## config.mk

```make
export PLATFORM = sky130hd
export DESIGN_NAME = cell5_bist_engine
export DESIGN_NICKNAME = d
export VERILOG_FILES = /design/src/rtl/cell5_bist_engine_pkg.sv /design/src/rtl/cell5_bist_engine_misr.sv /design/src/rtl/cell5_bist_engine.sv
export SDC_FILE = /design/constraint.sdc
export NUM_CORES = 1
export LEC_CHECK = 0
export BUFFER_PORTS_ARGS = -buffer_cell sky130_fd_sc_hd__buf_2
export CAP_MARGIN = 20
export CORE_UTILIZATION = 49
export CTS_CLUSTER_DIAMETER = 150
export DETAILED_ROUTE_END_ITERATION = 16
export PLACE_DENSITY = 0.72
export SLEW_MARGIN = 25
export SYNTH_ARGS = -nofsm -noshare
export SYNTH_HDL_FRONTEND = slang
export SYNTH_SLANG_ARGS = --single-unit
```

## constraint.sdc

```tcl
create_clock -name clk -period 2.2 [get_ports clk]
set_input_delay 0.22 -clock clk [delete_from_list [all_inputs] [get_ports clk]]
set_output_delay 0.22 -clock clk [all_outputs]
set_load 0.01 [all_outputs]
```

## src/rtl/cell5_bist_engine_pkg.sv

```systemverilog
// cell_bist_pkg: FSM states, signature defaults and pattern-bit-to-pin map for the cell BIST engine
package cell_bist_pkg;
  localparam logic [2:0] ST_IDLE   = 3'd0;
  localparam logic [2:0] ST_APPLY  = 3'd1;
  localparam logic [2:0] ST_WAIT   = 3'd2;
  localparam logic [2:0] ST_SAMPLE = 3'd3;
  localparam logic [2:0] ST_FINISH = 3'd4;
  typedef enum logic [2:0] {
    IDLE   = ST_IDLE,
    APPLY  = ST_APPLY,
    WAIT   = ST_WAIT,
    SAMPLE = ST_SAMPLE,
    FINISH = ST_FINISH
  } state_t;
  localparam logic [15:0] DEF_POLY = 16'h1021;
  localparam logic [15:0] DEF_SEED = 16'hFFFF;
  localparam int PIN_IN1 = 0;
  localparam int PIN_IN2 = 1;
  localparam int PIN_IN3 = 2;
  localparam int PIN_IN4 = 3;
  localparam int PIN_IN5 = 4;
endpackage

```

## src/rtl/cell5_bist_engine_misr.sv

```systemverilog
// bist_misr: serial signature register, shift-left with polynomial feedback on (msb ^ din)
module bist_misr
  import cell_bist_pkg::*;
#(
  parameter int SIG_W = 16,
  parameter logic [SIG_W-1:0] POLY = DEF_POLY
) (
  input  logic             clk,
  input  logic             rst,
  input  logic             load,
  input  logic             en,
  input  logic             din,
  input  logic [SIG_W-1:0] seed,
  output logic [SIG_W-1:0] sig
);
  always_ff @(posedge clk or posedge rst)
    if (rst) sig <= seed;
    else if (load) sig <= seed;
    else if (en) sig <= {sig[SIG_W-2:0], 1'b0} ^ ((sig[SIG_W-1] ^ din) ? POLY : '0);
endmodule

```

## src/rtl/cell5_bist_engine.sv

```systemverilog
// cell5_bist_engine: exhaustive pattern generator for a 5-input cell with signature/ones-count compaction and pass/fail
module cell5_bist_engine
  import cell_bist_pkg::*;
#(
  parameter int NIN = 5,
  parameter int SETTLE = 2,
  parameter int SIG_W = 16,
  parameter logic [SIG_W-1:0] POLY = DEF_POLY,
  parameter logic [SIG_W-1:0] SEED = DEF_SEED,
  parameter logic [SIG_W-1:0] EXP_SIG = '0,
  parameter int EXP_ONES = 9
) (
  input  logic             clk,
  input  logic             rst,
  input  logic             start,
  input  logic             qn_obs,
  output logic [NIN-1:0]   pat,
  output logic             busy,
  output logic             done,
  output logic             pass,
  output logic [SIG_W-1:0] sig,
  output logic [NIN:0]     ones
);
  localparam logic [3:0] WLOAD = 4'(SETTLE > 0 ? SETTLE - 1 : 0);
  logic [2:0] state;
  logic [3:0] wcnt;
  logic [SIG_W-1:0] sig_nx;
  logic [NIN:0] ones_nx;
  // PASS must see the final sample, so compare against the values about to be written
  always_comb begin
    sig_nx = {sig[SIG_W-2:0], 1'b0} ^ ((sig[SIG_W-1] ^ qn_obs) ? POLY : '0);
    ones_nx = ones + (NIN+1)'(qn_obs);
    busy = state == ST_APPLY || state == ST_WAIT || state == ST_SAMPLE;
    done = state == ST_FINISH;
  end
  always_ff @(posedge clk or posedge rst)
    if (rst) begin
      state <= ST_IDLE;
      pat <= '0;
      wcnt <= '0;
      ones <= '0;
      pass <= 1'b0;
    end else begin
      case (state)
        ST_IDLE:
          if (start) begin
            state <= ST_APPLY;
            pat <= '0;
            ones <= '0;
            pass <= 1'b0;
          end
        ST_APPLY: begin
          state <= (SETTLE == 0) ? ST_SAMPLE : ST_WAIT;
          wcnt <= WLOAD;
        end
        ST_WAIT:
          if (wcnt == '0) state <= ST_SAMPLE;
          else wcnt <= wcnt - 4'd1;
        ST_SAMPLE: begin
          ones <= ones_nx;
          if (&pat) begin
            state <= ST_FINISH;
            pass <= sig_nx == EXP_SIG && ones_nx == (NIN+1)'(EXP_ONES);
          end else begin
            state <= ST_APPLY;
            pat <= pat + 1'b1;
          end
        end
        default: state <= ST_IDLE;
      endcase
    end
  bist_misr #(.SIG_W(SIG_W), .POLY(POLY)) u_misr (
    .clk(clk),
    .rst(rst),
    .load(state == ST_IDLE && start),
    .en(state == ST_SAMPLE),
    .din(qn_obs),
    .seed(SEED),
    .sig(sig)
  );
endmodule

```

==> flow_summary.json <==
{
  "netSwitchingPower_mw": 1.11,
  "critPathMaxFanout": 7,
  "cts_setup_buffers": 0,
  "first_global_vias": 1222,
  "fin_worst_skew_ns": 0.00655,
  "outcome": "finished clean",
  "place_ws_ns": 0.295,
  "drive_above_1_share_pct": 34.2,
  "gp_congestion": 0.816,
  "clock_latency_ns": 0.35,
  "synth-seq-cells": 35,
  "postRouteAntennaNets": 0,
  "firstDrtPassIters": 4,
  "yosys_warnings": 0,
  "pwr-share-comb_pct": 41.3,
  "hold_class": "in2reg",
  "hpwl_um": 2410,
  "p_per_area_nw_per_um2": 1360,
  "p_leak_nw": 0.849,
  "grt_util_all_layers_pct": 20.8,
  "final_cell_mix": "33 x buf_2, 19 x dfrtp_1, 16 x dfstp_2, 14 x o22a_1, 13 x nor2_1",
  "start_util_pct": 51.9,
  "cp.required_ns": 2.44,
  "routed_via_density": 5.56,
  "arrival_ns": 2.18,
  "synth_ff_type": "dfrtp_1",
  "maxSlewViolCount": 0,
  "grt_max_degree": 36,
  "antenna_found_initial": 0,
  "synth_edf_count": 0,
  "cts_sinks": 35,
  "clock.fmax_ghz": 0.515,
  "overflow": 0,
  "setup_viol": 0,
  "yosysUniqueCellTypes": 44,
  "die-area_um2": 3800,
  "h-tree-depth": 2,
  "synthesis.area_um2": 1740,
  "critPathCaptureType": "register",
  "p_clk_share_pct": 12.3,
  "route.vias.total": 1311,
  "cts_hold_buf": 1,
  "max_cap_violations": 0,
  "antenna_cells": 0,
  "drc_errors": 0,
  "cts-buffers-inserted": 5,
  "clock_tree.buffer_depth": 2,
  "cts_resized": 0,
  "drtIter0Drc": 33,
  "mostFrequentLayoutCell": "buf_2",
  "areaGrowthSynthToFinish_pct": 14.0,
  "period_needed_ns": 1.94,
  "peakVddDrop_uv": 738,
  "tightest_slew_ns": 0.516,
  "swShare_pct": 41.1,
  "tns_ns": 0,
  "async_reset_ff_share_pct": 100,
  "grt_pass1_wl_um": 5460,
  "fin_crit_sh_pct": 88.3,
  "num_rows": 21,
  "hold_violations": 0,
  "cts-root-buf": "clkbuf_4",
  "post_drt_wl_per_cell_um": 14.4,
  "syn_inst": 154,
  "core_um2": 3360,
  "internal_power_mw": 1.59,
  "start_kind": "register",
  "path_clk_slew_ns": 0.10,
  "cts_tree": "done",
  "wl_um": 3410,
  "syn_nets": 163,
  "fin_nets": 198,
  "fp.dieH_um": 61.7,
  "syn_area_per_cell_um2": 11.3,
  "slew_headroom_pct": 65.6,
  "seqPwrFrac_pct": 46.3,
  "rsz0062_at_grt": "false",
  "port_buffers": 33,
  "num_io_pins": 34,
  "worstSetupPathType": "reg2reg",
  "fin_ws_ns": 0.257,
  "yosysSeqAreaShare_pct": 51.4,
  "die_x_um": 61.7
}
==> logic make-up after synthesis <==
group                      after synthesis  share of synthesized area [%]
and+or+nand+nor                         55                           19.2
DFF                                     35                           51.4
AOI/OAI and AO/OA                       33                           14.8
xor gates and xnor gates                12                           6.03
buffers and inverters                   12                           3.95
adders and majority gates                5                           3.59
muxes                                    2                           1.15
==> worst paths after layout <==
path	start	endpoint	depth (start not counted)	slack [ns]
max	pat[0]	pat[3]	7	0.26
min in group asynchronous	rst	pat[0]	4	0.50
max reg2reg	pat[0]	pat[3]	7	0.26
max in group asynchronous	rst	u_misr.sig[14]	4	1.37
min	start	pat[3]	3	0.28
min reg2reg	wcnt[0]	wcnt[0]	1	0.51
==> power by group through the flow <==
stage | Combinational (mW) | Clock [mW] | Sequential, mW
4_1_cts | 1.13 | 0.344 | 1.25
3_3_place_gp | 1.09 | 0 | 1.24
6_report | 1.12 | 0.333 | 1.25
5_1_grt | 1.25 | 0.373 | 1.29
3_5_place_dp | 1.13 | 0 | 1.25
2_1_floorplan | 0.839 | 0 | 1.24
==> Yosys cell counts (2+ instances only) <==
cell type / instances / area share (%)
a2bb2oi_1: 3 / 1.5
nor3_1: 2 / 0.57
nor2_1: 13 / 2.8
dfrtp_1: 19 / 27
nand3_1: 3 / 0.86
a21oi_1: 3 / 0.86
xnor2_1: 8 / 4.0
nand2_1: 11 / 2.4
and2_1: 2 / 0.72
o22a_1: 14 / 7.0
buf_2: 4 / 1.1
mux2i_1: 2 / 1.1
inv_1: 4 / 0.86
buf_6: 2 / 1.3
nor4_1: 6 / 2.2
nand4_1: 2 / 0.72
dfstp_2: 16 / 24
o21ai_0: 4 / 1.1
xor2_1: 4 / 2.0
nand3b_2: 2 / 1.3
ha_1: 5 / 3.6
o21ai_1: 3 / 0.86
==> state kept, by name, indices dropped and copies added (netlist names) <==
register,cells
wcnt,4
u_misr.sig,16
state,3
ones,6
pat,5
pass,1
==> final cells by class <==
type / instances / area, um^2
Timing Repair Buffer: 36 / 190
Inverter: 4 / 15.0
Sequential cell: 35 / 896
Clock buffer: 7 / 45.0
Clock inverter: 1 / 5.00
Fill cell: 341 / 1380
Tap cell: 46 / 57.6
Multi-Input combinational cell: 107 / 779
==> per-stage QoR <==
step | cells | instance area (um^2) | power, mW | hold WS, ns | utilization, %
finish | 236 | 1990 | 2.70 | 0.275 | 59.1
global route | 236 | 1990 | 2.92 | 0.274 | 59.1
CTS | 236 | 1990 | 2.72 | 0.260 | 59.1
detailed placement | 227 | 1930 | 2.38 | 0.337 | 57.3
global placement | 227 | 1930 | 2.33 | 0.330 | 57.3
floorplan | 154 | 1740 | 2.08 | 0.362 | -
==> routing by layer <==
metal  GRT usage (%)  vias to the layer above  part of all wire (%)
met5               0                        -                     0
met4            12.4                        0                   2.8
met1            25.8                      647                    44
li1                -                      628                     -
met2            33.3                       28                    49
met3            4.41                        8                   3.4
==> worst max-delay path: stages, from the launching register on <==
cell and delay [ns]:
dfrtp_1 0.43, ha_1 0.22, and3_1 0.19, ha_1 0.20
and4bb_1 0.41, nand4_1 0.16, xor2_1 0.16, nor2_1 0.06
(Power assumes the default switching activity.)
